--- src/rtl/vga_pkg.sv ---
// Shared VGA constants and types.
//   H_ACTIVE / V_ACTIVE : visible resolution
//   PIX_W               : bits per pixel (1 bit each of R, G, B)
//   bank_state_e        : occupancy state of one line-buffer bank
//   BLACK / RED         : colour constants used by the output stage
package vga_pkg;

    localparam int H_ACTIVE = 640;
    localparam int V_ACTIVE = 480;
    localparam int PIX_W    = 3;

    typedef enum logic [1:0] {
        EMPTY   = 2'd0,
        FILLING = 2'd1,
        FULL    = 2'd2
    } bank_state_e;

    localparam logic [PIX_W-1:0] BLACK = 3'b000;
    localparam logic [PIX_W-1:0] RED   = 3'b100;

endpackage

--- src/rtl/vga_line_ram.sv ---
// One line-buffer bank: simple dual-port RAM, one write port and one
// synchronous read port (data appears the cycle after re_i).
// Ports:
//   clk_i    : clock
//   we_i     : write enable
//   waddr_i  : write address
//   wdata_i  : write data
//   re_i     : read enable
//   raddr_i  : read address
//   rdata_o  : registered read data
// Contents are never reset.
module vga_line_ram #(
    parameter int DEPTH  = 640,
    parameter int DATA_W = 3,
    parameter int AW     = 10
) (
    input  logic              clk_i,
    input  logic              we_i,
    input  logic [AW-1:0]     waddr_i,
    input  logic [DATA_W-1:0] wdata_i,
    input  logic              re_i,
    input  logic [AW-1:0]     raddr_i,
    output logic [DATA_W-1:0] rdata_o
);

    logic [DATA_W-1:0] mem_q [DEPTH];
    logic [DATA_W-1:0] rdata_q;

    always_ff @(posedge clk_i) begin
        if (we_i) begin
            mem_q[waddr_i] <= wdata_i;
        end
        if (re_i) begin
            rdata_q <= mem_q[raddr_i];
        end
    end

    assign rdata_o = rdata_q;

endmodule

--- src/rtl/vga_line_buffer.sv ---
// Double-buffered VGA line buffer. A producer fills one bank while the
// other bank is scanned out; banks swap roles at line_start when the fill
// bank holds a complete line. If it does not, the line is shown blank and
// the sticky underrun flag is raised.
// Ports:
//   clk25MHz   : pixel clock
//   rst        : synchronous active-high reset
//   line_start : one-cycle pulse in horizontal blanking before a visible line
//   pix_active : high for each active pixel cycle
//   wr_valid   : producer pixel valid
//   wr_data    : producer pixel (left to right)
//   wr_ready   : buffer can accept a pixel (registered)
//   rgb        : pixel to the display driver, one cycle after pix_active
//   underrun   : sticky, set when a line found no full bank at line_start
// Optional feature: define VGA_LINE_BUF_UNDERRUN_COLOR_EN to paint
// underrun lines red instead of black.
module vga_line_buffer #(
    parameter int LINE_W = vga_pkg::H_ACTIVE,
    parameter int PIX_W  = vga_pkg::PIX_W
) (
    input  logic             clk25MHz,
    input  logic             rst,
    input  logic             line_start,
    input  logic             pix_active,
    input  logic             wr_valid,
    input  logic [PIX_W-1:0] wr_data,
    output logic             wr_ready,
    output logic [PIX_W-1:0] rgb,
    output logic             underrun
);

    import vga_pkg::*;

    localparam int AW = (LINE_W > 1) ? $clog2(LINE_W) : 1;
    localparam logic [AW-1:0] LAST = AW'(LINE_W - 1);

    bank_state_e    bank_q [2];
    bank_state_e    bank_d [2];
    logic           fill_sel_q,   fill_sel_d;
    logic [AW-1:0]  wr_ptr_q,     wr_ptr_d;
    logic [AW-1:0]  rd_ptr_q,     rd_ptr_d;
    logic           line_valid_q, line_valid_d;
    logic           underrun_q,   underrun_d;
    logic           wr_ready_q,   wr_ready_d;
    logic           out_valid_q,  out_valid_d;
    logic           disp_sel_q,   disp_sel_d;
`ifdef VGA_LINE_BUF_UNDERRUN_COLOR_EN
    logic           line_ur_q,    line_ur_d;
    logic           out_red_q,    out_red_d;
`endif

    logic             wr_fire;
    logic             fill_full;
    logic [PIX_W-1:0] rdata0, rdata1;

    assign wr_fire   = wr_valid && wr_ready_q;
    // Swap decision uses the state registered at the start of the cycle,
    // so a final write landing in the same cycle does not qualify.
    assign fill_full = (bank_q[fill_sel_q] == FULL);

    always_comb begin
        bank_d       = bank_q;
        fill_sel_d   = fill_sel_q;
        wr_ptr_d     = wr_ptr_q;
        rd_ptr_d     = rd_ptr_q;
        line_valid_d = line_valid_q;
        underrun_d   = underrun_q;
        disp_sel_d   = ~fill_sel_q;
        out_valid_d  = pix_active && line_valid_q;
`ifdef VGA_LINE_BUF_UNDERRUN_COLOR_EN
        line_ur_d    = line_ur_q;
        out_red_d    = pix_active && line_ur_q;
`endif

        // Fill side. wr_ready_q is low whenever the fill bank is FULL, so a
        // write never coincides with a swap.
        if (wr_fire) begin
            if (wr_ptr_q == LAST) begin
                bank_d[fill_sel_q] = FULL;
                wr_ptr_d           = '0;
            end else begin
                bank_d[fill_sel_q] = FILLING;
                wr_ptr_d           = wr_ptr_q + 1'b1;
            end
        end

        // Display side.
        if (line_start) begin
            rd_ptr_d = '0;
            if (fill_full) begin
                fill_sel_d          = ~fill_sel_q;
                bank_d[~fill_sel_q] = EMPTY;
                wr_ptr_d            = '0;
                line_valid_d        = 1'b1;
`ifdef VGA_LINE_BUF_UNDERRUN_COLOR_EN
                line_ur_d           = 1'b0;
`endif
            end else begin
                line_valid_d = 1'b0;
                underrun_d   = 1'b1;
`ifdef VGA_LINE_BUF_UNDERRUN_COLOR_EN
                line_ur_d    = 1'b1;
`endif
            end
        end else if (pix_active && (rd_ptr_q != LAST)) begin
            rd_ptr_d = rd_ptr_q + 1'b1;
        end

        wr_ready_d = (bank_d[fill_sel_d] != FULL);
    end

    always_ff @(posedge clk25MHz) begin
        if (rst) begin
            bank_q[0]    <= EMPTY;
            bank_q[1]    <= EMPTY;
            fill_sel_q   <= 1'b0;
            wr_ptr_q     <= '0;
            rd_ptr_q     <= '0;
            line_valid_q <= 1'b0;
            underrun_q   <= 1'b0;
            wr_ready_q   <= 1'b0;
            out_valid_q  <= 1'b0;
`ifdef VGA_LINE_BUF_UNDERRUN_COLOR_EN
            line_ur_q    <= 1'b0;
            out_red_q    <= 1'b0;
`endif
        end else begin
            bank_q       <= bank_d;
            fill_sel_q   <= fill_sel_d;
            wr_ptr_q     <= wr_ptr_d;
            rd_ptr_q     <= rd_ptr_d;
            line_valid_q <= line_valid_d;
            underrun_q   <= underrun_d;
            wr_ready_q   <= wr_ready_d;
            out_valid_q  <= out_valid_d;
`ifdef VGA_LINE_BUF_UNDERRUN_COLOR_EN
            line_ur_q    <= line_ur_d;
            out_red_q    <= out_red_d;
`endif
        end
        // Bank select travels with the RAM read; it is qualified by
        // out_valid_q so it needs no reset.
        disp_sel_q <= disp_sel_d;
    end

    vga_line_ram #(
        .DEPTH  (LINE_W),
        .DATA_W (PIX_W),
        .AW     (AW)
    ) u_bank0 (
        .clk_i   (clk25MHz),
        .we_i    (wr_fire && !fill_sel_q),
        .waddr_i (wr_ptr_q),
        .wdata_i (wr_data),
        .re_i    (pix_active),
        .raddr_i (rd_ptr_q),
        .rdata_o (rdata0)
    );

    vga_line_ram #(
        .DEPTH  (LINE_W),
        .DATA_W (PIX_W),
        .AW     (AW)
    ) u_bank1 (
        .clk_i   (clk25MHz),
        .we_i    (wr_fire && fill_sel_q),
        .waddr_i (wr_ptr_q),
        .wdata_i (wr_data),
        .re_i    (pix_active),
        .raddr_i (rd_ptr_q),
        .rdata_o (rdata1)
    );

    // Output stage: RAM data is already registered; only the qualifying
    // mux follows it.
    always_comb begin
        rgb = PIX_W'(BLACK);
        if (out_valid_q) begin
            rgb = disp_sel_q ? rdata1 : rdata0;
        end
`ifdef VGA_LINE_BUF_UNDERRUN_COLOR_EN
        else if (out_red_q) begin
            rgb = PIX_W'(RED);
        end
`endif
    end

    assign wr_ready = wr_ready_q;
    assign underrun = underrun_q;

endmodule

--- config.mk ---
export PLATFORM = sky130hd
export DESIGN_NAME = vga_line_buffer
export DESIGN_NICKNAME = d
export VERILOG_FILES = /design/src/rtl/vga_pkg.sv /design/src/rtl/vga_line_ram.sv /design/src/rtl/vga_line_buffer.sv
export SDC_FILE = /design/constraint.sdc
export NUM_CORES = 2
export LEC_CHECK = 0
export BUFFER_PORTS_ARGS = -buffer_cell sky130_fd_sc_hd__clkbuf_2
export CELL_PAD_IN_SITES_DETAIL_PLACEMENT = 0
export CELL_PAD_IN_SITES_GLOBAL_PLACEMENT = 1
export CORE_UTILIZATION = 25
export CTS_CLUSTER_SIZE = 25
export DETAILED_ROUTE_END_ITERATION = 10
export GPL_TIMING_DRIVEN = 1
export PLACE_DENSITY_LB_ADDON = 0.2
export SKIP_CTS_REPAIR_TIMING = 1
export SLEW_MARGIN = 20
export SYNTH_ARGS = -nofsm -noshare
export SYNTH_HDL_FRONTEND = slang
export SYNTH_SLANG_ARGS = --single-unit
--- constraint.sdc ---
create_clock -name clk25MHz -period 9.5 [get_ports clk25MHz]
set_input_delay 0 -clock clk25MHz [delete_from_list [all_inputs] [get_ports clk25MHz]]
set_output_delay 0 -clock clk25MHz [all_outputs]
set_load 0.005 [all_outputs]
## Yosys cells after proc, flatten, opt, wreduce, memory -nomap -nowiden

Memory sizes are Yosys's and may differ from the RTL's. A register that Yosys moved wholly into a read port is not among the register bits.
Index checks and enable logic that the tools add are counted.
W data, S select, Z words.

| cells by class | value |
|---|---|
| add/subtract/negate cells | 2 |
| reductions and logical operators | 10 |
| magnitude comparators | 5 |
| bitwise operators | 13 |
| muxes and demuxes | 27 |
| eq/ne operators | 4 |

Operators with widths:

| kind | count |
|---|---|
| $mux W10 | 4 |
| $add A10 B1 Y10 const B | 2 |
| $mux W2 | 8 |
| $mux W4 | 4 |
| $eq A10 B10 Y1 const B | 1 |
| $ne A10 B10 Y1 const B | 1 |
| $logic_and A1 B1 Y1 | 7 |
| $mux W1 | 7 |
| $ge A2 B2 Y1 const B | 3 |
| $mux W3 | 2 |
| $not A1 Y2 | 3 |
| $and A2 B2 Y2 | 2 |
| $and A4 B4 Y4 | 1 |
| $demux W2 S1 | 2 |
| $lt A2 B1 Y1 const B | 2 |
| $not A2 Y2 | 2 |
| $not A4 Y4 | 1 |
| $or A2 B2 Y2 | 2 |
| $eq A2 B2 Y1 const B | 1 |
| $ne A2 B2 Y1 const B | 1 |
| $not A1 Y1 | 2 |
| $reduce_and A2 Y1 | 1 |
| $reduce_or A2 Y1 | 1 |
| $logic_not A1 Y1 | 1 |

| storage, ports and cells | value |
|---|---|
| register bits after elaboration | 30 |
| memories | 2 |
| memory bits (writable) | 3840 |
| logic and storage cells | 73 |
| output and inout port bits | 5 |

Memory list:

| name | depth | bits a word | read ports | clocked after memory_dff | wr ports | line | RTL |
|---|---|---|---|---|---|---|---|
| u_bank0.mem_q | 640 | 3 | 1 | 1 | 1 | vga_line_ram.sv:26 | `logic [DATA_W-1:0] mem_q [DEPTH];` |
| u_bank1.mem_q | 640 | 3 | 1 | 1 | 1 | vga_line_ram.sv:26 |  |

## Longest topological paths before layout

| depth | value |
|---|---|
| depth in word-level cells | 16 |
| mapped depth | 15 |
| depth with buffers taken out | 8 |

## Modules after synthesis

From an unflattened synthesis, not the netlist that was laid out.

| second synthesis, totals | value |
|---|---|
| cells, all modules | 8372 |
| area total of the unflattened synthesis | 155959.6 µm² |

Modules (own cells, without submodules):

| module | instances | cells each | area an instance (µm²) |
|---|---|---|---|
| vga_line_ram | 2 | 4106 | 77266.6 |
| vga_line_buffer | 1 | 160 | 1426.4 |

## Worst setup path after synthesis

OpenSTA, ideal clock, no wires.

| timing | value |
|---|---|
| path kind | register to register |
| start point | register rd_ptr_q[1] |
| end point | register u_bank0.rdata_q[0] (netlist: u_bank0.rdata_o[0]), read port of u_bank0.mem_q (data pin) |
| arrival time | 2.728 ns |
| required time | 9.230 ns |
| slack | 6.503 ns |
| cell stages (with the launch flop) | 11 |
| cell sequence | dfxtp_1 -> buf_2 -> buf_2 -> buf_2 -> buf_1 -> mux4_2 -> mux4_2 -> a22oi_1 -> nand3_1 -> a2111oi_0 -> o31ai_1 |

RTL lines:

| item | line | RTL |
|---|---|---|
| start, declared | vga_line_buffer.sv:41 | `logic [AW-1:0] rd_ptr_q, rd_ptr_d;` |
| start signal, assigned | vga_line_buffer.sv:131 | `rd_ptr_q <= rd_ptr_d;` |
| end, declared | vga_line_ram.sv:27 | `logic [DATA_W-1:0] rdata_q;` |

==> results.ini <==
[detailed_routing]
wl_mm = 522.3
postRouteAntennaNets = 0
route.detailed.drc = 0
drt_pass1_iterations = 5
wire_per_inst_um = 31.68
drt_iter0_markers = 8483
viasPerCell = 4.821
via_count = 79493

[grt]
grt_pass1_vias = 82755
grt_util_all_layers = 0.1635
grt_max_degree = 213
grt_pass1_wl_mm = 712.7
antenna_found_initial = 68
grt.overflow.total = 0

[worst_setup_path]
cp_top_family = compound AO/OA/AOI/OAI gates
critical_path_cell_count = 11
rr_startpoint = rd_ptr_q[2]
endpoint_kind = flop
cp_common_cell = buf_4
crit_type = reg -> reg
crit_path_max_fanout = 30
cp.required_ns = 10.23
cp_num_buf_inv = 3
cp_slowest_cell = a222oi_1
setup.worst_path.start_class = flop
crit_end = u_bank1.rdata_o[2]
rr_endpoint = u_bank1.rdata_o[2]
regToRegSetupSlack_ns = 4.33
crit_start = rd_ptr_q[2]
cp_data_arrival_time_ns = 5.89
critPathMaxStageDelay_ns = 0.80
critical_path.cell_chain = buf_4 > buf_4 > nor2b_2 > buf_4 > a221oi_1 > a21o_1 > a222oi_1 > nor2_1 > a311oi_1 > o31a_1 > a211oi_1
r2r_cells = 11

[floorplanning]
rows = 287
core-area_mm2 = 0.6123
die_x_um = 786.9
start_util = 0.2516
ioPinCount = 13
die_h_um = 786.9
die_area_mm2 = 0.6193

[pwr]
peakVddDrop_uv = 164.2
p_total_w = 0.03631
pwr_density_cell_mw_per_mm2 = 203.9
p_leak_nw = 51.63

[clocking]
clkLatencyLatePin_ns = 1.01
cts_root_buffer = clkbuf_16
cts_buffers = 418
cts_buffer_depth = 4
clk_pin_slew_ns = 0.06
htreeDepth = 5
numClockSinks = 3876
cts_tree = built

[yosys]
synthFlopType = edfxtp_1
synth_area_mm2 = 0.1540
syn-num-nets = 7951
ys_warn_count = 0
synth_area_leaders = edfxtp_1 75%, mux4_2 14%, nor2_1 3.3%
ys_async_sr_fraction = 0
postSynthAreaPerCell_um2 = 19.40
ys_seq_area_frac = 0.7537
synthCells = 7938
ys_ff_latch = 3876
synth_top_cell_by_area = edfxtp_1
synth.distinct_cells = 70
synth_top_cell_area_share = 0.7498
synth-edff-count = 3846

[placed_design]
dp_hpwl_mm = 306.8
portBuffers = 12
routabilityCongestion = 0.7928
place_ws_ns = 4.458

[sta]
tightest_slew_ns = 1.184
fin_ws_ns = 4.335
holdWs_ns = 0.02225
finalSetupTns_ns = 0
slew_headroom = 0.2087
finalCritPeriodShare = 0.5437
report.final.hold_viol_count = 0
finalSetupViolCount = 0
fin_skew_ns = 0.03399
rsz0062_at_grt = false
period_needed_ns = 5.165
maxSlewViolCount = 0
fmax_ghz = 0.1936

[finish]
multi_input_area_mm2 = 0.03536
fin_nets = 8052
regArea_mm2 = 0.1161
drive_gt1_frac = 0.2303
n_fill_cell = 59707
syn_to_final_growth_pct = 15.60
fin_util = 0.2908

[flow_run]
maxCapViolations = 0

[status]
outcome = finished, final reports clean

[hold_path]
min_path_type = in -> reg
min_path_cells = 5

## final cells by class
cell class / count / area share
clock inverters: 269 / 0.01632
diodes: 11 / 0.0001546
inverters: 11 / 0.0003162
well taps: 8092 / 0.05686
clock buffers: 498 / 0.06073
flip-flops and latches: 3876 / 0.6521
repair buffers: 286 / 0.01493
multi-input cells: 3446 / 0.1986
## cells by family after synthesis
group	Yosys count	synth area share
mux	1237	0.1589
compound gates	526	0.02346
buf+inv	616	0.02003
fa+ha+maj	5	0.0004062
xor+xnor	17	0.0009667
flops	3876	0.7537
simple gates	1661	0.04251
## cell usage in the layout (no fill, tap or decap), drive strengths merged, types with 24 or more instances in the layout
cell	synthesis	final
edfxtp	3846	3846
nor2	1350	1350
mux4	966	966
clkbuf	369	507
buf	236	264
mux2i	261	261
clkinv	0	200
nand2	159	159
a21oi	103	103
a22oi	88	88
o21ai	82	82
nand3	65	65
a221oi	59	59
o22ai	49	49
bufinv	0	48
o221ai	34	34
dfxtp	30	30
nor2b	24	24
## through the flow
stage | instances | cell area [um2]
6_report | 16489 | 178100
5_1_grt | 16479 | 178000
4_1_cts | 16463 | 177800
3_5_place_dp | 15696 | 164100
3_3_place_gp | 15692 | 164000
2_1_floorplan | 7938 | 154000
## report_power, final
part           internal [W]  switching [W]
registers            0.0188     0.00000606
clock network       0.00945        0.00705
logic              0.000337       0.000669
## flip-flops by register name, summed over array words and instances (netlist names)
signal	cells
line_valid_q	1
u_bank0.rdata_o	3
rd_ptr_q	10
underrun	1
u_bank1.rdata_o	3
u_bank1.mem_q	1920
u_bank0.mem_q	1920
disp_sel_q	1
out_valid_q	1
bank_q	4
wr_ptr_q	10
wr_ready	1
fill_sel_q	1
## worst min path at each step
stage,start,to,slack [ns]
floorplan,line_start,line_valid_q,0.1
global placement,wr_valid,wr_ptr_q[1],0.37
detailed placement,wr_valid,wr_ptr_q[1],0.37
CTS,wr_valid,wr_ptr_q[1],-0.75
global route,wr_data[2],u_bank0.mem_q[622][2],0.02
finish,wr_valid,wr_ptr_q[1],0.02
## synth_stat cells, types with 22 or more instances
cell type	instances
buf_4	48
nor2_1	1350
clkbuf_1	369
mux2i_1	261
nor2b_1	24
a21oi_1	103
nand3_1	65
buf_2	103
o221ai_1	34
nand2_1	159
buf_6	53
o22ai_1	49
dfxtp_1	30
a221oi_1	59
edfxtp_1	3846
mux4_2	966
buf_1	27
a22oi_1	88
a211oi_1	22
o21ai_0	80
## tightest hold or removal path, cell delays in order
cell	delay, ns
dlygate4sd3_1	0.62
clkbuf_2	0.15
nand2_1	0.09
nand2_1	0.08
a21oi_1	0.05
## per-layer routing
layer	GRT usage	part of all wire	vias to the layer above	wire (um)
met4	0.03510	0.022	2	11270
met1	0.2318	0.44	43747	231200
met5	0	0.000025	-	13
met2	0.2653	0.47	2829	246900
met3	0.02550	0.063	582	32950
li1	-	-	32333	-
Power figures use the tool's default switching activity.
